--- config.mk ---
export PLATFORM = sky130hd
export DESIGN_NAME = hslp_seq_approx_mul
export DESIGN_NICKNAME = d
export VERILOG_FILES = /design/src/rtl/hslp_seq_approx_mul.sv
export SDC_FILE = /design/constraint.sdc
export NUM_CORES = 1
export LEC_CHECK = 0
export ABC_AREA = 1
export BUFFER_PORTS_ARGS = -buffer_cell sky130_fd_sc_hd__buf_4
export CAP_MARGIN = 15
export CORE_MARGIN = 4
export CORE_UTILIZATION = 50
export CTS_CLUSTER_DIAMETER = 80
export DETAILED_ROUTE_END_ITERATION = 8
export HOLD_SLACK_MARGIN = 0.03
export PLACE_DENSITY = 0.7
export SETUP_SLACK_MARGIN = 0.02
export SKIP_CTS_REPAIR_TIMING = 1
export SYNTH_ARGS = -nofsm -noshare
export SYNTH_HDL_FRONTEND = slang
export SYNTH_SLANG_ARGS = --single-unit
--- constraint.sdc ---
create_clock -name clk -period 7.4 [get_ports clk]
set_input_delay 0.37 -clock clk [delete_from_list [all_inputs] [get_ports clk]]
set_output_delay 0.37 -clock clk [all_outputs]
set_load 0.02 [all_outputs]
--- src/rtl/hslp_seq_approx_mul.sv ---
// Sequential approximate unsigned multiplier: one exact 4x4 digit product per cycle, low-significance pairs skipped per request.
// Latency: K+1 cycles from accept to out_valid, where K = number of kept digit pairs (K=0 gives the result the next cycle).
// Backpressure: result held in DONE for as long as out_ready is low; in_ready only in IDLE, no same-cycle re-accept.
//
// Ports:
//   clk, rst_n          clock, synchronous active-low reset
//   in_valid/in_ready   request handshake carrying a, b (WIDTH), lvl (truncation level k), comp (bias enable)
//   out_valid/out_ready result handshake carrying prod (2*WIDTH)
//   busy                high while a request is being computed or its result is pending
module hslp_seq_approx_mul #(
    parameter int WIDTH = 8,
    parameter int LVL_W = $clog2(2*WIDTH/4)
) (
    input  logic               clk,
    input  logic               rst_n,
    input  logic               in_valid,
    output logic               in_ready,
    input  logic [WIDTH-1:0]   a,
    input  logic [WIDTH-1:0]   b,
    input  logic [LVL_W-1:0]   lvl,
    input  logic               comp,
    output logic               out_valid,
    input  logic               out_ready,
    output logic [2*WIDTH-1:0] prod,
    output logic               busy
);
    localparam int N  = WIDTH / 4;
    localparam int IW = (N > 1) ? $clog2(N) : 1;
    localparam int PW = 2 * WIDTH;

    typedef enum logic [1:0] {S_IDLE, S_CALC, S_DONE} state_t;

    state_t           state_q, state_d;
    logic [WIDTH-1:0] a_q, a_d, b_q, b_d;
    logic [LVL_W-1:0] lvl_q, lvl_d;
    logic             comp_q, comp_d;
    logic [IW-1:0]    i_q, i_d, j_q, j_d;
    logic [PW-1:0]    acc_q, acc_d, prod_q, prod_d;

    logic [3:0]       a_dig, b_dig;
    logic [7:0]       dig_prod;
    logic [IW:0]      dig_pos;
    logic [PW-1:0]    contrib;
    logic             last_pair;

    // Rounding bias 2^(4k-1); a shift past the result width wraps to zero.
    function automatic logic [PW-1:0] bias_f(input logic [LVL_W-1:0] k, input logic c);
        int sh;
        sh = 4 * int'(k) - 1;
        if (!c || (k == '0) || (sh >= PW)) begin
            return '0;
        end
        return PW'(1) << sh;
    endfunction

    // First row holding a kept pair: rows with k-i > N-1 have none.
    function automatic logic [IW-1:0] first_i(input logic [LVL_W-1:0] k);
        int t;
        t = int'(k) - (N - 1);
        return (t > 0) ? IW'(t) : '0;
    endfunction

    // First kept column within row i: j >= k-i.
    function automatic logic [IW-1:0] row_j(input logic [LVL_W-1:0] k, input int i);
        int t;
        t = int'(k) - i;
        return (t > 0) ? IW'(t) : '0;
    endfunction

    // Single 4x4 multiplier; its product is placed at digit position i+j.
    always_comb begin
        a_dig     = a_q[{i_q, 2'b00} +: 4];
        b_dig     = b_q[{j_q, 2'b00} +: 4];
        dig_prod  = a_dig * b_dig;
        dig_pos   = {1'b0, i_q} + {1'b0, j_q};
        contrib   = PW'(dig_prod) << {dig_pos, 2'b00};
        // Whenever any pair is kept, (N-1,N-1) is kept and is always the last one.
        last_pair = (i_q == IW'(N - 1)) && (j_q == IW'(N - 1));
    end

    always_ff @(posedge clk) begin
        if (!rst_n) begin
            state_q <= S_IDLE;
            a_q     <= '0;
            b_q     <= '0;
            lvl_q   <= '0;
            comp_q  <= 1'b0;
            i_q     <= '0;
            j_q     <= '0;
            acc_q   <= '0;
            prod_q  <= '0;
        end else begin
            state_q <= state_d;
            a_q     <= a_d;
            b_q     <= b_d;
            lvl_q   <= lvl_d;
            comp_q  <= comp_d;
            i_q     <= i_d;
            j_q     <= j_d;
            acc_q   <= acc_d;
            prod_q  <= prod_d;
        end
    end

    always_comb begin
        state_d = state_q;
        a_d     = a_q;
        b_d     = b_q;
        lvl_d   = lvl_q;
        comp_d  = comp_q;
        i_d     = i_q;
        j_d     = j_q;
        acc_d   = acc_q;
        prod_d  = prod_q;
        case (state_q)
            S_IDLE: begin
                if (in_valid) begin
                    a_d    = a;
                    b_d    = b;
                    lvl_d  = lvl;
                    comp_d = comp;
                    acc_d  = '0;
                    if (int'(lvl) >= 2 * N - 1) begin
                        // Nothing kept: the result is just the bias, ready next cycle.
                        acc_d   = bias_f(lvl, comp);
                        prod_d  = acc_d;
                        state_d = S_DONE;
                    end else begin
                        i_d     = first_i(lvl);
                        j_d     = row_j(lvl, int'(first_i(lvl)));
                        state_d = S_CALC;
                    end
                end
            end
            S_CALC: begin
                acc_d = acc_q + contrib + (last_pair ? bias_f(lvl_q, comp_q) : '0);
                if (last_pair) begin
                    prod_d  = acc_d;
                    state_d = S_DONE;
                end else if (j_q == IW'(N - 1)) begin
                    i_d = i_q + 1'b1;
                    j_d = row_j(lvl_q, int'(i_q) + 1);
                end else begin
                    j_d = j_q + 1'b1;
                end
            end
            S_DONE: begin
                if (out_ready) begin
                    state_d = S_IDLE;
                end
            end
            default: state_d = S_IDLE;
        endcase
    end

    always_comb begin
        in_ready  = (state_q == S_IDLE);
        out_valid = (state_q == S_DONE);
        busy      = (state_q != S_IDLE);
        prod      = prod_q;
    end

endmodule
Word level (Yosys, flattened, before mapping)
Index checks and enable logic that the tools add are counted.

storage, ports and cells
  latch bits = 0
  bits in registers = 55
  output and inout port bits = 19
  memories kept = 0
  memory bits (read-only) = 0
  word-level logic and storage cells = 96
  RAM bits = 0
  input bits = 23

cells by class
  multiplexer cells = 37
  div/mod/pow operators = 0
  bitwise logic cells = 0
  shifts and indexed selects = 5
  eq/ne operators = 9
  $lt $le $gt $ge = 6
  multiply operators = 1
  $add $sub $neg = 11
  reduce and logical (&&, ||, !) cells = 18

operator list
  operator                                                           number
  2-to-1 mux 16 bit                                                  11
  case mux 16 bit (2 select lines)                                   2
  left shift 1 x 32 -> 16 bit, first input constant                  2
  adder 16 bit                                                       2
  2-to-1 mux 1 bit                                                   17
  variable part select 8 x 4 -> 4 bit                                2
  left shift 8 x 4 -> 16 bit                                         1
  greater-or-equal comparator 5 x 6 -> 1 bit, second input constant  2
  != test 2 bit, second input constant                               5
  subtractor 4 x 1 -> 5 bit, second input constant                   2
  greater-than comparator 3 x 1 -> 1 bit, second input constant      3
  multiplier 4 x 4 -> 8 bit                                          1
  2-to-1 mux 2 bit                                                   4
  AND reduction 4 bit                                                2
  logical NOT 2 bit                                                  3
  case mux 2 bit (3 select lines)                                    1
  AND reduction 5 bit                                                1
  logical OR 1 bit                                                   4
  != test 2 x 1 -> 1 bit, second input constant                      2
  case mux 1 bit (2 select lines)                                    2
  AND reduction 2 bit                                                2
  nonzero test 2 bit                                                 2
  AND reduction 3 bit                                                1
  subtractor 2 x 1 -> 3 bit                                          1
  10 further kinds                                                   12

Logic depth before layout (Yosys ltp)
  depth in word-level cells = 11
  gate-level depth with buffers = 27
  mapped depth without buffers = 26

Worst setup path before layout
Ideal clock, no wire load.

  kind = reg2reg
  start = register i_q
  end = register acc_q[10]
  required time = 7327 ps
  buffers on the path = 1
  stages on the path, launching flop included = 26
  slack = 2640 ps
  library setup time = 73 ps
  arrival = 4688 ps
  period minus slack after synthesis = 4760 ps
  cell sequence = dfxtp_1 clkbuf_1 mux2i_1 or2_2 fa_1 inv_1 fa_1 ha_1 nand2_1 nor2_1 nand2_1 nand3_1 nand2_1 nand3_4 nand3_1 fa_1 inv_1 ha_1 a21o_1 a21oi_1 nand2_1 nand2_1 nand2_1 a21oi_1 o21ai_1 a21oi_1

on the way
  cells in the longest elaborated chain, start to end = 6
  elaborated cells on any way between the ends = 9
  those cells by class = add/sub: 3; mul: 1; shift: 2; mux: 2; reduce/logical: 1

ends and longest elaborated chain
  item                                 line  RTL
  start, declared                      37    logic [IW-1:0] i_q, i_d, j_q, j_d;
  start signal, assigned               98    i_q <= i_d;
  variable part select 8 x 4 -> 4 bit  72    a_dig = a_q[{i_q, 2'b00} +: 4];
  multiplier 4 x 4 -> 8 bit            74    dig_prod = a_dig * b_dig;
  left shift 8 x 4 -> 16 bit           76    contrib = PW'(dig_prod) << {dig_pos, 2'b00};
  adder 16 bit                         136   acc_d = acc_q + contrib + (last_pair ? bias_f(lvl_q, comp_q) : '0);
  adder 16 bit *                       136
  case mux 16 bit (2 select lines) *   115   case (state_q)
  end signal, assigned                 90    acc_q <= '0;
  end signal, assigned                 100   acc_q <= acc_d;
  end, declared                        38    logic [PW-1:0] acc_q, acc_d, prod_q, prod_d;

Every way passes the cells marked *; elsewhere a longest branch is shown, timed or not.
A chain may end at the register's enable or synchronous reset.

Final worst setup path
  start = register i_q
  end = register acc_q[15]

Same word-level chain as after synthesis.

==> reports/qor.yml <==
synth_adder_area_share_pct: 20.6
cp_cell_sequence: "mux2i_1 -> or2_2 -> fa_1 -> inv_1 -> fa_1 -> ha_1 -> nand2_1 -> nor2_1 -> nand2_1 -> nand3_1 -> nand2_1 -> and2_1 -> o22ai_1 -> fa_1 -> ha_1 -> nand2_1 -> nor2_1 -> nand2_1 -> o21ai_0 -> inv_1 -> nand3_2 -> nand3_2 -> a21oi_1"
cp-end-kind: "flop"
antenna_found_initial: 0
htree_num_levels: 2
worstSetupPathType: "reg -> reg"
max_freq_mhz: 189
seqPwrFrac_pct: 40.8
switching_power_mw: 0.352
die_area_um2: 9360
tritoncts: "built"
required_ns: 7.65
max_slew.worst_pin.slew_ns: 0.820
yosysTopAreaCell: "sky130_fd_sc_hd__dfxtp_1"
synthArstFlopShare_pct: 0
max-cap-violations: 0
vias_in_the_first_global_route: 3457
drt_first_iter_violations: 150
grt_start_max_net_pins: 38
place_worst_setup_slack_ns: 2.17
postLayoutCellArea_um2: 4370
synth-edff-count: 0
yosys_warnings: 0
synth_top_family_by_area: "simple AND/OR/NAND/NOR gates"
max_transition_viols_final: 0
first_pass_grt_wire_length_mm: 16.4
synth_area_in_xor_xnor_pct: 1.11
tritoncts_num_sinks: 55
postRouteWirelength_mm: 9.44
maxSlewHeadroom_pct: 45.2
cpPeakStageDelay_ns: 0.55
synth_area_per_cell_um2: 7.44
internal_dissipation_mw: 0.522
min_path_type: "in -> reg"
layout.cells.non_filler: 663
cts-buffers-inserted: 5
finish.net_count: 643
power.ir.vdd_worst_v: 0.000100
synthesis.instances: 529
rsz0062_at_grt: "false"
drc: 0
dominant_delay_contributor_by_cell_family_on_the_critical_path: "adder cells"
setup-violations-final: 0
timing.final.crit_share_pct: 71.5
die_x_um: 96.7
cp_max_fo: 7
muxShareOfSynthArea_pct: 2.03
grt.total_usage_pct: 20.8
cts_root_buffer: "sky130_fd_sc_hd__clkbuf_8"
post_dp_cell_area_um2: 4280
hold_violations: 0
synth_top_cells_by_area: "sky130_fd_sc_hd__dfxtp_1, sky130_fd_sc_hd__ha_1, sky130_fd_sc_hd__o21ai_0"
crit_path_start_kind: "flop"
filler_cell_count: 735
io_pins: 42
combinationalPowerShare_pct: 39.2
place_inst: 655
antenna_cells_inserted: 0
run_status: "completed"
p_total_mw: 0.873
place.port_buffers: 41
total_leakage_power_nw: 2.11
total_standard_cell_area_after_synthesis_um2: 3940
finClkSkew_ns: 0.0107
synth_seq_area_share_pct: 28.0
per_cell_via_count_in_the_routed_design: 5.35
rows: 32
dr.pass1.iters: 4
detailed_place_hpwl_mm: 7.34
drt.antenna.violating_nets: 0
final_period_minus_worst_setup_slack_ns: 5.29
worst_slack_ns: 2.11
fp.dieH_um: 96.7
whs_ns: 0.271
power-per-cell-area_nw_per_um2: 200
post_route_cells_drive_above_1_share_pct: 13.4
synthesized_area_fraction_occupied_by_ao_oa_aoi_and_oai_cells_pct: 18.3
wl_per_cell_um: 14.2
synth.distinct_cells: 44
ys_seq_elements: 55
netlist.area_leader.share_pct: 28.0
postLayoutCoreUtil_pct: 56.9
grt_overflow_total: 0
synth_ff_type: "sky130_fd_sc_hd__dfxtp_1"
timing.critical_path.arrival_ns: 5.54
area.growth.synth_to_final_pct: 11.1
p_clk_share_pct: 20.1
floorplan_core_area_um2: 7690
timing.critical_path.slowest_stage_cell: "sky130_fd_sc_hd__dfxtp_1"
clk_transition_reported_paths_ns: 0.11
start_util_pct: 51.2
clk_path_buf_depth: 2
worstPathBufferInverterCount: 2
gp_congestion: 0.859
power_switching_share_pct: 40.3
synth.net_count: 612
via_count: 3546
timing.setup.tns_ns: 0
source_to_sink_clock_delay_at_the_later_pin_of_the_worst_skew_pair_ns: 0.32
worst_path_most_repeated_cell: "sky130_fd_sc_hd__nand2_1"
synth_simple_gate_area_share_pct: 22.3
[cell families (layout without fill, tap and decap cells)]
| family | Yosys count | count (layout) |
|---|---|---|
| AOI/OAI and AO/OA | 133 | 133 |
| and+or+nand+nor | 197 | 197 |
| xor gates and xnor gates | 5 | 5 |
| muxes | 8 | 8 |
| adders and majority gates | 60 | 60 |
| buffers and inverters | 71 | 103 |
| DFF | 55 | 55 |
[final timing paths]
path         slack [ns]   endpoint  cells past startpoint    start
max                2.11  acc_q[15]                     23      i_q
min                0.27     a_q[6]                      3     a[6]
max reg2reg        2.11  acc_q[15]                     23      i_q
min reg2reg        0.48    prod[1]                      2  prod[1]
[worst reg2reg max path: stages (launching register included)]
cell and delay, ns:
sky130_fd_sc_hd__dfxtp_1 0.55, sky130_fd_sc_hd__mux2i_1 0.20, sky130_fd_sc_hd__or2_2 0.34, sky130_fd_sc_hd__fa_1 0.54, sky130_fd_sc_hd__inv_1 0.06, sky130_fd_sc_hd__fa_1 0.52, sky130_fd_sc_hd__ha_1 0.32, sky130_fd_sc_hd__nand2_1 0.05
sky130_fd_sc_hd__nor2_1 0.10, sky130_fd_sc_hd__nand2_1 0.09, sky130_fd_sc_hd__nand3_1 0.07, sky130_fd_sc_hd__nand2_1 0.10, sky130_fd_sc_hd__and2_1 0.15, sky130_fd_sc_hd__o22ai_1 0.22, sky130_fd_sc_hd__fa_1 0.49, sky130_fd_sc_hd__ha_1 0.39
sky130_fd_sc_hd__nand2_1 0.12, sky130_fd_sc_hd__nor2_1 0.15, sky130_fd_sc_hd__nand2_1 0.06, sky130_fd_sc_hd__o21ai_0 0.30, sky130_fd_sc_hd__inv_1 0.11, sky130_fd_sc_hd__nand3_2 0.09, sky130_fd_sc_hd__nand3_2 0.09, sky130_fd_sc_hd__a21oi_1 0.13
[area by class of cell]
| cell class | instances | area (um^2) | share of cell area [%] |
|---|---|---|---|
| Sequential cell | 55 | 1100 | 25.2 |
| Timing Repair Buffer | 42 | 315 | 7.21 |
| Multi-Input combinational cell | 403 | 2530 | 57.9 |
| Inverter | 53 | 201 | 4.61 |
| Clock buffer | 5 | 68.8 | 1.57 |
| Clock inverter | 3 | 25.0 | 0.572 |
| Tap cell | 102 | 128 | 2.92 |
[cells in the final DEF, fill, tap and decap left out, types with 4 or more instances in the layout]
cell type / n
sky130_fd_sc_hd__a21oi_1: 56
sky130_fd_sc_hd__mux2i_1: 8
sky130_fd_sc_hd__nand2_1: 74
sky130_fd_sc_hd__buf_4: 42
sky130_fd_sc_hd__nor2_1: 76
sky130_fd_sc_hd__ha_1: 52
sky130_fd_sc_hd__inv_1: 47
sky130_fd_sc_hd__xnor2_1: 5
sky130_fd_sc_hd__nand3_1: 24
sky130_fd_sc_hd__fa_1: 8
sky130_fd_sc_hd__or2_2: 4
sky130_fd_sc_hd__o21ai_0: 57
sky130_fd_sc_hd__o22ai_1: 4
sky130_fd_sc_hd__clkbuf_8: 5
sky130_fd_sc_hd__dfxtp_1: 55
[state kept, by name, indices dropped and copies added (netlist names)]
name     flops
acc_q       16
prod        16
a_q          8
b_q          8
lvl_q        2
state_q      2
comp_q       1
i_q          1
j_q          1
[power groups by stage]
stage	combinational (mW)	clock, mW	sequential (mW)
floorplan	0.245	0	0.366
detailed placement	0.339	0	0.362
CTS	0.343	0.181	0.356
finish	0.342	0.175	0.356
global placement	0.332	0	0.362
global route	0.392	0.194	0.361
[Yosys cell counts (4+ instances only)]
library cell	number
sky130_fd_sc_hd__nor2_1	76
sky130_fd_sc_hd__buf_2	4
sky130_fd_sc_hd__o22ai_1	4
sky130_fd_sc_hd__mux2i_1	8
sky130_fd_sc_hd__inv_1	47
sky130_fd_sc_hd__nand3_1	24
sky130_fd_sc_hd__dfxtp_1	55
sky130_fd_sc_hd__a21oi_1	56
sky130_fd_sc_hd__clkbuf_1	9
sky130_fd_sc_hd__or2_2	4
sky130_fd_sc_hd__ha_1	52
sky130_fd_sc_hd__nand2_1	74
sky130_fd_sc_hd__o21ai_0	57
sky130_fd_sc_hd__fa_1	8
sky130_fd_sc_hd__xnor2_1	5
[metal layers]
layer | wire (um) | vias to the layer above | GRT usage [%]
li1 | - | 1832 | -
met1 | 4520 | 1642 | 28.9
met2 | 4440 | 65 | 34.6
met3 | 381 | 7 | 2.52
met4 | 92 | 0 | 4.54
met5 | 0 | - | 0
(Power assumes the default switching activity.)
